$ cat src/rtl/instr_fetcher.sv
// Instruction fetch stage: reads the instruction at current_pc from program memory over a
// valid/ready channel, with an optional single-entry last-fetch buffer for repeated PCs.
module instr_fetcher #(
    parameter int unsigned PROGRAM_MEM_ADDR_BITS = 8,
    parameter int unsigned PROGRAM_MEM_DATA_BITS = 16,
    parameter int unsigned BUFFER_EN             = 1
) (
    input  logic                             clk,
    input  logic                             reset,
    input  logic [2:0]                       core_state,
    input  logic [PROGRAM_MEM_ADDR_BITS-1:0] current_pc,
    output logic                             mem_read_valid,
    output logic [PROGRAM_MEM_ADDR_BITS-1:0] mem_read_address,
    input  logic                             mem_read_ready,
    input  logic [PROGRAM_MEM_DATA_BITS-1:0] mem_read_data,
    output logic [2:0]                       fetcher_state,
    output logic [PROGRAM_MEM_DATA_BITS-1:0] instruction,
    output logic [15:0]                      fetch_count
);

    localparam logic [2:0] CoreFetch  = 3'b001;
    localparam logic [2:0] CoreDecode = 3'b010;

    typedef enum logic [2:0] {
        StIdle     = 3'b000,
        StFetching = 3'b001,
        StFetched  = 3'b010
    } state_e;

    state_e                             state_q;
    logic                               buf_valid_q;
    logic [PROGRAM_MEM_ADDR_BITS-1:0]   buf_pc_q;
    logic [PROGRAM_MEM_DATA_BITS-1:0]   buf_data_q;
    logic                               buf_hit;

    assign buf_hit       = (BUFFER_EN != 0) && buf_valid_q && (buf_pc_q == current_pc);
    assign fetcher_state = state_q;

    always_ff @(posedge clk or posedge reset) begin
        if (reset) begin
            state_q          <= StIdle;
            mem_read_valid   <= 1'b0;
            mem_read_address <= '0;
            instruction      <= '0;
            fetch_count      <= '0;
            buf_valid_q      <= 1'b0;
            buf_pc_q         <= '0;
            buf_data_q       <= '0;
        end else begin
            unique case (state_q)
                StIdle: begin
                    if (core_state == CoreFetch) begin
                        if (buf_hit) begin
                            instruction <= buf_data_q;
                            state_q     <= StFetched;
                        end else begin
                            mem_read_valid   <= 1'b1;
                            mem_read_address <= current_pc;
                            state_q          <= StFetching;
                        end
                    end
                end
                // Request is held until ready; pc and core_state changes are ignored here.
                StFetching: begin
                    if (mem_read_ready) begin
                        instruction    <= mem_read_data;
                        buf_valid_q    <= 1'b1;
                        buf_pc_q       <= mem_read_address;
                        buf_data_q     <= mem_read_data;
                        mem_read_valid <= 1'b0;
                        state_q        <= StFetched;
                        if (fetch_count != 16'hFFFF) begin
                            fetch_count <= fetch_count + 16'd1;
                        end
                    end
                end
                StFetched: begin
                    if (core_state == CoreDecode) begin
                        state_q <= StIdle;
                    end
                end
                default: begin
                    state_q        <= StIdle;
                    mem_read_valid <= 1'b0;
                end
            endcase
        end
    end

endmodule

$ cat config.mk
export PLATFORM = sky130hd
export DESIGN_NAME = instr_fetcher
export DESIGN_NICKNAME = d
export VERILOG_FILES = /design/src/rtl/instr_fetcher.sv
export SDC_FILE = /design/constraint.sdc
export NUM_CORES = 1
export LEC_CHECK = 0
export BUFFER_PORTS_ARGS = -buffer_cell sky130_fd_sc_hd__clkbuf_2
export CORE_ASPECT_RATIO = 1.2
export CORE_UTILIZATION = 40
export CTS_BUF_LIST = sky130_fd_sc_hd__clkbuf_8
export DETAILED_ROUTE_END_ITERATION = 10
export PLACE_DENSITY = 0.61
export SLEW_MARGIN = 5
export SYNTH_ARGS = -nofsm -noshare
export SYNTH_HDL_FRONTEND = slang
export SYNTH_SLANG_ARGS = --single-unit
export TNS_END_PERCENT = 100
$ cat constraint.sdc
create_clock -name clk -period 2.9 [get_ports clk]
set_input_delay 0.145 -clock clk [delete_from_list [all_inputs] [get_ports clk]]
set_output_delay 0.145 -clock clk [all_outputs]
set_load 0.03 [all_outputs]
==> metrics.yaml, run 1 <==
min-delay-start: "mem_read_data[2]"
p_leak_nw: 1.74
clkSinkCount: 68
relSlewSlack: 0.616
critPathCaptureType: "flip-flop"
fin_tns_setup_ns: 0
die-width_um: 80.6
post-synth-top-area-fraction: 0.573
synthAdderAreaFrac: 0.00422
worstMarginPinSlew_ns: 0.575
synth_compound_area_frac: 0.0455
core_um2: 7230
drv_slew: 0
seq_area_frac_synth: 0.573
final_cell_mix: "72 x clkbuf_2, 68 x dfrtp_1, 25 x mux2_2"
final_layout_size_suffix_gt1_frac: 0.400
min_path_type: "in2reg"
cts.repair.resized: 0
cts_tree: "built"
avgRoutedWirePerCell_um: 14.0
postCtsSetupBuffers: 0
die_y_um: 96.4
gp_congestion: 0.719
groute.usage.overall: 0.163
synth-seq-cells: 68
hold_viol: 0
placed_area_um2: 3440
fmax_ghz: 0.436
grt_pass1_vias: 1984
synthArstFlopShare: 1.00
setup_violations: 0
drt_iter0_markers: 79
antenna_found_initial: 0
cp_max_fo: 10
synth_flop_cell: "dfrtp_1"
nets: 347
io_buffer_count: 72
fin_crit_sh: 0.791
clk_pin_slew_ns: 0.07
worstHoldPathCells: 2
row_count: 34
ys_warn_count: 0
drtPass1Iterations: 4
synth_cell_type_count: 31
vias_per_cell: 4.86
power.density_nw_per_um2: 1070
skew_ns: 0.00753
status: "complete, no violations"
areaGrowthSynthToFinish_pct: 23.0
htree_levels: 3
ios: 74
dieArea_um2: 7770
vdd_ir_drop_max_v: 0.000478
fin_area_um2: 3650
yosysTopAreaCell: "dfrtp_1"
grt_start_max_net_pins: 46
worstSetupStartpointType: "flip-flop"
synth.avg_cell_area_um2: 12.6
r2r_start: "fetcher_state[0]$_DFFE_PP0P_"
cts_buffers: 9
synth_mux_area_frac: 0.189
postRouteAntennaNets: 0
dp_hpwl_mm: 4.02
rsz0062_at_grt: "false"
initial_utilization: 0.410
num_vias: 1992
drc: 0
overflow: 0
syn_inst: 235
synthXorXnorAreaFrac: 0.0679
clock_latency_ns: 0.33
crit_start: "fetcher_state[0]$_DFFE_PP0P_"
fin_crit_ns: 2.29
ctsHoldBuffers: 1
wl_mm: 5.75
cap_viol_max_count: 0
grt_pass1_wl_mm: 9.31
rrSetupSlack_ns: 0.61
critPathKind: "reg2reg"
synth_top_family_by_area: "multiplexers"
cp_data_required_time_ns: 3.11
synth.area.top_cells: "dfrtp_1 57%, mux2_2 9.5%, xnor2_1 5.9%, mux2i_1 5.4%, mux2_4 4.0%"
r2r_end: "mem_read_address[5]$_DFFE_PP0P_"
syn-num-nets: 266
crit_arrival_ns: 2.51
syn-cell-area_um2: 2970
cts_root_buf: "clkbuf_8"
final_common_cell: "clkbuf_2"
reg2reg_depth: 4
synth_edf_count: 0
cts.path.max_buffers: 2
yosys.area_share.simple: 0.0991
min_to: "buf_data_q[2]$_DFFE_PP0P_"
antenna_cells: 0
synth_stat cells (all sizes together) (2+ instances only):
library cell,count
dfrtp,68
nand4,7
nand2,11
nor2,19
nand2b,2
xor2,3
nor4,2
nand3,9
buf,6
mux2,33
xnor2,20
a21oi,18
o21ai,2
nor3,3
clkbuf,3
mux2i,16
inv,2
through the flow:
stage	utilization	total power, W	setup WS [ns]	hold slack [ns]	instances
final	0.505	0.00392	0.606	0.0570	410
after global routing	0.505	0.00419	0.529	0.0574	410
after CTS	0.505	0.00398	0.592	0.0400	410
after detailed placement	0.475	0.00317	0.610	0.192	394
after global placement	0.475	0.00312	0.677	0.190	394
after floorplan	-	0.00275	0.738	0.253	235
state kept, by name (all words and copies together), names as in the netlist:
signal and cells:
buf_data_q 16, fetch_count 16, instruction 16, buf_pc_q 8, mem_read_address 8, fetcher_state 2, buf_valid_q 1, mem_read_valid 1
final cells by class:
type / count / area (um2)
clock buffers: 12 / 165
clock inverters: 3 / 37.5
fillers: 684 / 3580
inverters: 2 / 7.51
multi-input cells: 156 / 1210
flip-flops and latches: 68 / 1700
well taps: 90 / 113
repair buffers: 79 / 415
cells by family after synthesis:
kind of cell | count (synthesis)
buffers and inverters | 11
flip-flops | 68
AND/OR/NAND/NOR | 60
adder cells (fa/ha/maj) | 1
AO/OA/AOI/OAI | 22
other | 1
XOR/XNOR | 23
multiplexers | 49
where the power goes:
part           switching [W]  total [W]  internal [W]  leakage, nW
Clock               0.000331   0.000789      0.000457        0.111
Combinational       0.000896    0.00155      0.000649        0.800
Sequential          0.000247    0.00158       0.00134        0.827
worst max path at each step:
stage / cells after the start / slack (ns) / to
6_report: 4 / 0.61 / mem_read_address[5]$_DFFE_PP0P_
3_5_place_dp: 4 / 0.61 / mem_read_address[6]$_DFFE_PP0P_
2_1_floorplan: 5 / 0.74 / mem_read_address[0]$_DFFE_PP0P_
4_1_cts: 4 / 0.59 / mem_read_address[1]$_DFFE_PP0P_
3_3_place_gp: 4 / 0.68 / mem_read_address[5]$_DFFE_PP0P_
5_1_grt: 4 / 0.53 / mem_read_address[1]$_DFFE_PP0P_
layer usage:
layer | up-vias | GRT usage | wire, um
met1 | 941 | 0.202 | 2580
met5 | - | 0 | 0
met2 | 53 | 0.261 | 2770
met3 | 10 | 0.0332 | 281
li1 | 988 | - | -
met4 | 0 | 0.0982 | 126
worst max-delay path, stage by stage (launching register included):
cell and delay (ns):
dfrtp_1 0.43, or4b_1 0.54, a21o_1 0.21, or3_1 0.61, mux2_4 0.39
Note: power is estimated with default switching activity, not from simulation.
==> run 2, diff against run 1 <==
--- a/config.mk
+++ b/config.mk
@@ -10,7 +10,7 @@
 export CORE_UTILIZATION = 40
 export CTS_BUF_LIST = sky130_fd_sc_hd__clkbuf_8
 export DETAILED_ROUTE_END_ITERATION = 10
-export PLACE_DENSITY = 0.61
+export PLACE_DENSITY = 0.63
 export SLEW_MARGIN = 5
 export SYNTH_ARGS = -nofsm -noshare
 export SYNTH_HDL_FRONTEND = slang
==> constraint.sdc (replaced) <==
create_clock -name clk -period 2 [get_ports clk]
set_input_delay 0.1 -clock clk [delete_from_list [all_inputs] [get_ports clk]]
set_output_delay 0.1 -clock clk [all_outputs]
set_load 0.03 [all_outputs]
==> metrics.yaml, run 2 (synthesized netlist as in run 1, its figures left out) <==
slowest_stage: "or4b_1"  # was or3_1
cts_tree: "built"  # unchanged
clk_pin_slew_ns: 0.07  # about the same
fillers: 664  # was 684
htree_levels: 3  # unchanged
use_met3: 0.0341  # was 0.0332
final_common_cell: "clkbuf_2"  # unchanged
postRouteAntennaNets: 0  # unchanged
cp_data_required_time_ns: 2.22  # was 3.11 ns
core_um2: 7230  # unchanged
reg_top3: "buf_data_q (16), fetch_count (16), instruction (16)"  # unchanged
status: "complete, no violations"  # unchanged
vias_per_cell: 4.91  # was 4.86
final-instance-count-excl-fill: 431  # was 410
wl_mm: 5.99  # was 5.75 mm
setup_ws_ns: 0.0141  # was 0.606 ns
p_leak_nw: 1.84  # was 1.74 nW
vdd_ir_drop_max_v: 0.000713  # was 0.000478 V
final_core_util: 0.539  # was 0.505
nets: 367  # was 347
worstSetupStartpointType: "flip-flop"  # unchanged
critPathKind: "reg2reg"  # unchanged
final_layout_size_suffix_gt1_frac: 0.419  # was 0.400
final_cell_mix: "72 x clkbuf_2, 67 x dfrtp_1, 25 x mux2_2"  # was 72 x clkbuf_2, 68 x dfrtp_1, 25 x mux2_2
post-place-ws_ns: 0.0124  # was 0.610 ns
row_count: 34  # unchanged
areaGrowthSynthToFinish_pct: 31.3  # was 23.0%
dieArea_um2: 7770  # unchanged
totalPowerFinal_w: 0.00582  # was 0.00392 W
max_stage_delay_ns: 0.47  # was 0.61 ns
die_y_um: 96.4  # unchanged
grt_pass1_wl_mm: 8.94  # was 9.31 mm
power.density_nw_per_um2: 1490  # was 1070 nW/um2
dpl.cell_count: 402  # was 394
worstMarginPinSlew_ns: 0.495  # was 0.575 ns
initial_utilization: 0.410  # unchanged
relSlewSlack: 0.665  # was 0.616
fin_crit_ns: 1.99  # was 2.29 ns
antenna_found_initial: 0  # unchanged
rrSetupSlack_ns: 0.01  # was 0.61 ns
cts.path.max_buffers: 2  # unchanged
gp_congestion: 0.698  # was 0.719
top_usage_layer: "met2"  # unchanged
ios: 74  # unchanged
cp_top_family: "simple AND/OR/NAND/NOR gates"  # unchanged
crit_arrival_ns: 2.21  # was 2.51 ns
met2_usage: 0.244  # was 0.261
critPathCaptureType: "flip-flop"  # unchanged
crit_buf_inv: 1  # was 0
cts_root_buf: "clkbuf_8"  # unchanged
grt_start_max_net_pins: 34  # was 46
cts_buffers: 9  # unchanged
num_vias: 2115  # was 1,992
cp_max_fo: 7  # was 10
io_buffer_count: 72  # unchanged
drtPass1Iterations: 6  # was 4
drt_iter0_markers: 60  # was 79
grt_pass1_vias: 1985  # was 1,984
fmax_ghz: 0.504  # was 0.436 GHz
hold_viol: 0  # unchanged
fin_crit_sh: 0.993  # was 0.791
drc: 0  # unchanged
antenna_cells: 0  # unchanged
setup_violations: 0  # unchanged
dp_hpwl_mm: 4.02  # about the same
min_path_type: "in2reg"  # unchanged
path_cells: "or4b_1 > a21o_1 > or3_1 > buf_6 > mux2_4"  # was or4b_1 > a21o_1 > or3_1 > mux2_4
groute.usage.overall: 0.157  # was 0.163
grtUsageMet1: 0.196  # was 0.202
clock_latency_ns: 0.34  # was 0.33 ns
overflow: 0  # unchanged
cap_viol_max_count: 0  # unchanged
clkSinkCount: 68  # unchanged
drv_slew: 0  # unchanged
die-width_um: 80.6  # unchanged
skew_ns: 0.00766  # was 0.00753 ns
avgRoutedWirePerCell_um: 13.9  # was 14.0 um
rsz0062_at_grt: "true"  # was false
==> run 2: cell types whose count changed in the layout (fill, tap and decap cells not counted), sizes merged <==
cell	previous run	this run
buf	6	15
clkbuf	84	85
clkinv	0	2
clkinvlp	0	1
dlygate4sd3	1	10
inv	4	3
==> run 2: metal layers <==
layer	vias up	part of all wire
li1	1027	-
met3	12	0.041
met4	0	0.024
met1	1025	0.47
met5	-	0
met2	51	0.47
==> run 2: what timing repair did <==
| action | CTS | global route |
|---|---|---|
| hold buffers | 10 | 0 |
| pin swaps | 0 | 0 |
| setup endpoints to repair | 3 | 27 |
| gates resized for setup | 1 | 2 |
| setup buffers | 0 | 1 |
| endpoints found under the hold margin | 41 | 0 |
| gates cloned | 0 | 2 |
==> run 2: where the power goes <==
| group | switching (W) | internal (W) | total (W) |
|---|---|---|---|
| sequential | 0.000342 | 0.00194 | 0.00228 |
| combinational | 0.00134 | 0.00106 | 0.00240 |
| clock | 0.000508 | 0.000635 | 0.00114 |
| total | 0.00219 | 0.00363 | 0.00582 |
==> run 2: through the flow <==
| step | area, um2 | hold slack [ns] | setup TNS, ns |
|---|---|---|---|
| 3_5_place_dp | 3520 | 0.0635 | 0 |
| 2_1_floorplan | 2970 | 0.204 | -0.352 |
| 3_3_place_gp | 3520 | 0.0635 | 0 |
| 5_1_grt | 3900 | 0.00349 | -0.588 |
| 6_report | 3900 | 0.0166 | 0 |
| 4_1_cts | 3830 | 0.00107 | 0 |
==> run 2: path summary, 6_finish.rpt <==
| kind | endpoint | cells past startpoint | from |
|---|---|---|---|
| worst max-delay path | mem_read_address[4]$_DFFE_PP0P_ | 5 | fetcher_state[0]$_DFFE_PP0P_ |
| worst min-delay path | buf_data_q[0]$_DFFE_PP0P_ | 2 | mem_read_data[0] |
| worst max register to register | mem_read_address[4]$_DFFE_PP0P_ | 5 | fetcher_state[0]$_DFFE_PP0P_ |
| worst min register to register | buf_valid_q$_DFFE_PP0P_ | 1 | buf_valid_q$_DFFE_PP0P_ |
| max in group asynchronous | fetcher_state[0]$_DFFE_PP0P_ | 4 | reset |
| min in group asynchronous | fetch_count[3]$_DFFE_PP0P_ | 3 | reset |
==> run 2: area by class of cell <==
type                            instances  area, um2  area share
Clock inverter                          5       51.3      0.0132
Tap cell                               90        113      0.0289
Multi-Input combinational cell        156       1210       0.312
Inverter                                2       7.51     0.00193
Clock buffer                           11        151      0.0389
Sequential cell                        68       1700       0.437
Timing Repair Buffer                   99        656       0.168
==> run 2: worst reg2reg max path, delay by kind of cell, from the launching register on <==
family	cells	cell delay (ns)
AOI/OAI and AO/OA	1	0.21
DFF	1	0.39
muxes	1	0.30
and+or+nand+nor	2	0.81
buffers and inverters	1	0.17
==> run 3, diff against run 2 <==
--- a/config.mk
+++ b/config.mk
@@ -11,6 +11,7 @@
 export CTS_BUF_LIST = sky130_fd_sc_hd__clkbuf_8
 export DETAILED_ROUTE_END_ITERATION = 10
 export PLACE_DENSITY = 0.63
+export RECOVER_POWER = 100
 export SLEW_MARGIN = 5
 export SYNTH_ARGS = -nofsm -noshare
 export SYNTH_HDL_FRONTEND = slang
==> metrics.yaml, run 3 (synthesized netlist as in run 1, its figures left out) <==
reg_top3: "buf_data_q (16), fetch_count (16), instruction (16)"  # unchanged
drt_iter0_markers: 72  # was 60
power.density_nw_per_um2: 1500  # was 1490 nW/um2
cp_max_fo: 3  # was 7
critPathCaptureType: "flip-flop"  # unchanged
worstSetupStartpointType: "flip-flop"  # unchanged
dp_hpwl_mm: 4.02  # unchanged
p_sw_frac: 0.382  # was 0.376
fin_crit_ns: 1.99  # about the same
rsz0062_at_grt: "true"  # unchanged
grt_pass1_vias: 1985  # unchanged
crit_arrival_ns: 2.21  # about the same
fin_area_um2: 3810  # was 3900 um2
die-width_um: 80.6  # unchanged
p_seq_frac: 0.397  # was 0.392
postRouteAntennaNets: 0  # unchanged
final_common_cell: "dfrtp_1"  # was clkbuf_2
wl_mm: 6.02  # was 5.99 mm
worstMarginPinSlew_ns: 1.02  # was 0.495 ns
min_path_type: "in2reg"  # unchanged
final_cell_mix: "67 x dfrtp_1, 45 x clkbuf_1, 34 x clkbuf_2"  # was 72 x clkbuf_2, 67 x dfrtp_1, 25 x mux2_2
row_count: 34  # unchanged
dieArea_um2: 7770  # unchanged
status: "complete, no violations"  # unchanged
max_stage_delay_ns: 0.47  # about the same
critPathKind: "reg2reg"  # unchanged
clkSinkCount: 68  # unchanged
p_switching_w: 0.00219  # about the same
die_y_um: 96.4  # unchanged
path_cells: "or4b_1 > a21o_1 > or3_1 > clkbuf_1 > mux2_4"  # was or4b_1 > a21o_1 > or3_1 > buf_6 > mux2_4
cap_viol_max_count: 0  # unchanged
final-instance-count-excl-fill: 431  # unchanged
vias_per_cell: 4.89  # was 4.91
regArea_um2: 1700  # unchanged
final_layout_size_suffix_gt1_frac: 0.284  # was 0.419
setup_violations: 0  # unchanged
setup_ws_ns: 0.0139  # was 0.0141 ns
placed_area_um2: 3520  # unchanged
htree_levels: 3  # unchanged
cts_root_buf: "clkbuf_8"  # unchanged
cts_buffers: 9  # unchanged
initial_utilization: 0.410  # unchanged
cts_tree: "built"  # unchanged
grt_start_max_net_pins: 34  # unchanged
fillers: 698  # was 664
p_leak_nw: 1.70  # was 1.84 nW
cts.path.max_buffers: 2  # unchanged
areaGrowthSynthToFinish_pct: 28.4  # was 31.3%
slowest_stage: "or4b_1"  # unchanged
internal_power_w: 0.00354  # was 0.00363 W
antenna_cells: 0  # unchanged
ios: 74  # unchanged
clk_pin_slew_ns: 0.07  # about the same
overflow: 0  # unchanged
post-place-ws_ns: 0.0124  # unchanged
nets: 367  # unchanged
hold_viol: 0  # unchanged
avgRoutedWirePerCell_um: 14.0  # was 13.9 um
io_buffer_count: 72  # unchanged
multi_input_area_um2: 1210  # unchanged
vdd_ir_drop_max_v: 0.000684  # was 0.000713 V
antenna_found_initial: 0  # unchanged
clock_latency_ns: 0.34  # about the same
p_clk_frac: 0.199  # was 0.196
fin_crit_sh: 0.993  # about the same
cp_data_required_time_ns: 2.22  # about the same
combPwrFrac: 0.403  # was 0.412
fmax_ghz: 0.503  # was 0.504 GHz
skew_ns: 0.00782  # was 0.00766 ns
core_um2: 7230  # unchanged
num_vias: 2109  # was 2,115
relSlewSlack: 0.320  # was 0.665
dpl.cell_count: 402  # unchanged
drv_slew: 0  # unchanged
grt_pass1_wl_mm: 8.94  # unchanged
gp_congestion: 0.698  # unchanged
drtPass1Iterations: 6  # unchanged
groute.usage.overall: 0.157  # unchanged
drc: 0  # unchanged
run 3: cell count changes in the layout (fill, tap and decap cells not counted), sizes merged:
cell and change:
clkbuf +7, buf -7
run 3: worst max-delay path: cells and delay by family, from the launching register on:
| family | cells | cell delay (ns) |
|---|---|---|
| simple gates | 2 | 0.81 |
| flops | 1 | 0.39 |
| buf+inv | 1 | 0.16 |
| mux | 1 | 0.31 |
| compound gates | 1 | 0.21 |
run 3: area by class of cell:
type	count	area share
clock buffers	11	0.0397
clock inverters	5	0.0135
inverters	2	0.00197
multi-input cells	156	0.319
flip-flops and latches	68	0.447
well taps	90	0.0296
repair buffers	99	0.149
run 3: layer usage:
metal / vias up / GRT usage / wire length, um / share of wire
met5: - / 0 / 0 / 0
met4: 0 / 0.103 / 146 / 0.024
met3: 12 / 0.0341 / 259 / 0.043
met2: 51 / 0.244 / 2800 / 0.47
met1: 1023 / 0.196 / 2810 / 0.47
li1: 1023 / - / - / -
run 3: path summary, 6_finish.rpt:
check | start | to | slack [ns] | cells past startpoint
min in group asynchronous | reset | fetch_count[3]$_DFFE_PP0P_ | 0.33 | 3
worst max-delay path | fetcher_state[0]$_DFFE_PP0P_ | mem_read_address[7]$_DFFE_PP0P_ | 0.01 | 5
worst min-delay path | mem_read_data[0] | buf_data_q[0]$_DFFE_PP0P_ | 0.02 | 2
worst max register to register | fetcher_state[0]$_DFFE_PP0P_ | mem_read_address[7]$_DFFE_PP0P_ | 0.01 | 5
max in group asynchronous | reset | fetcher_state[0]$_DFFE_PP0P_ | 0.29 | 4
worst min register to register | buf_valid_q$_DFFE_PP0P_ | buf_valid_q$_DFFE_PP0P_ | 0.48 | 1
run 3: timing repair:
action | 4_1_cts | 5_1_grt
gates cloned | 0 | 2
hold buffers | 10 | 0
setup buffers | 0 | 1
resized for setup | 1 | 2
setup endpoints to repair | 3 | 27
hold endpoints to repair | 41 | 0
run 3: through the flow:
stage	setup TNS (ns)	power, W	hold slack [ns]	util
floorplan	-0.352	0.00398	0.204	-
global placement	0	0.00460	0.0635	0.487
detailed placement	0	0.00466	0.0635	0.487
CTS	0	0.00585	0.00107	0.530
global route	-0.590	0.00611	0.00350	0.527
finish	0	0.00573	0.0171	0.527
run 3: power groups by stage:
stage,clock [W],sequential [W],combinational (W)
after floorplan,0,0.00287,0.00111
after global placement,0,0.00229,0.00231
after detailed placement,0,0.00230,0.00235
after CTS,0.00119,0.00229,0.00238
after global routing,0.00123,0.00236,0.00252
final,0.00114,0.00228,0.00231
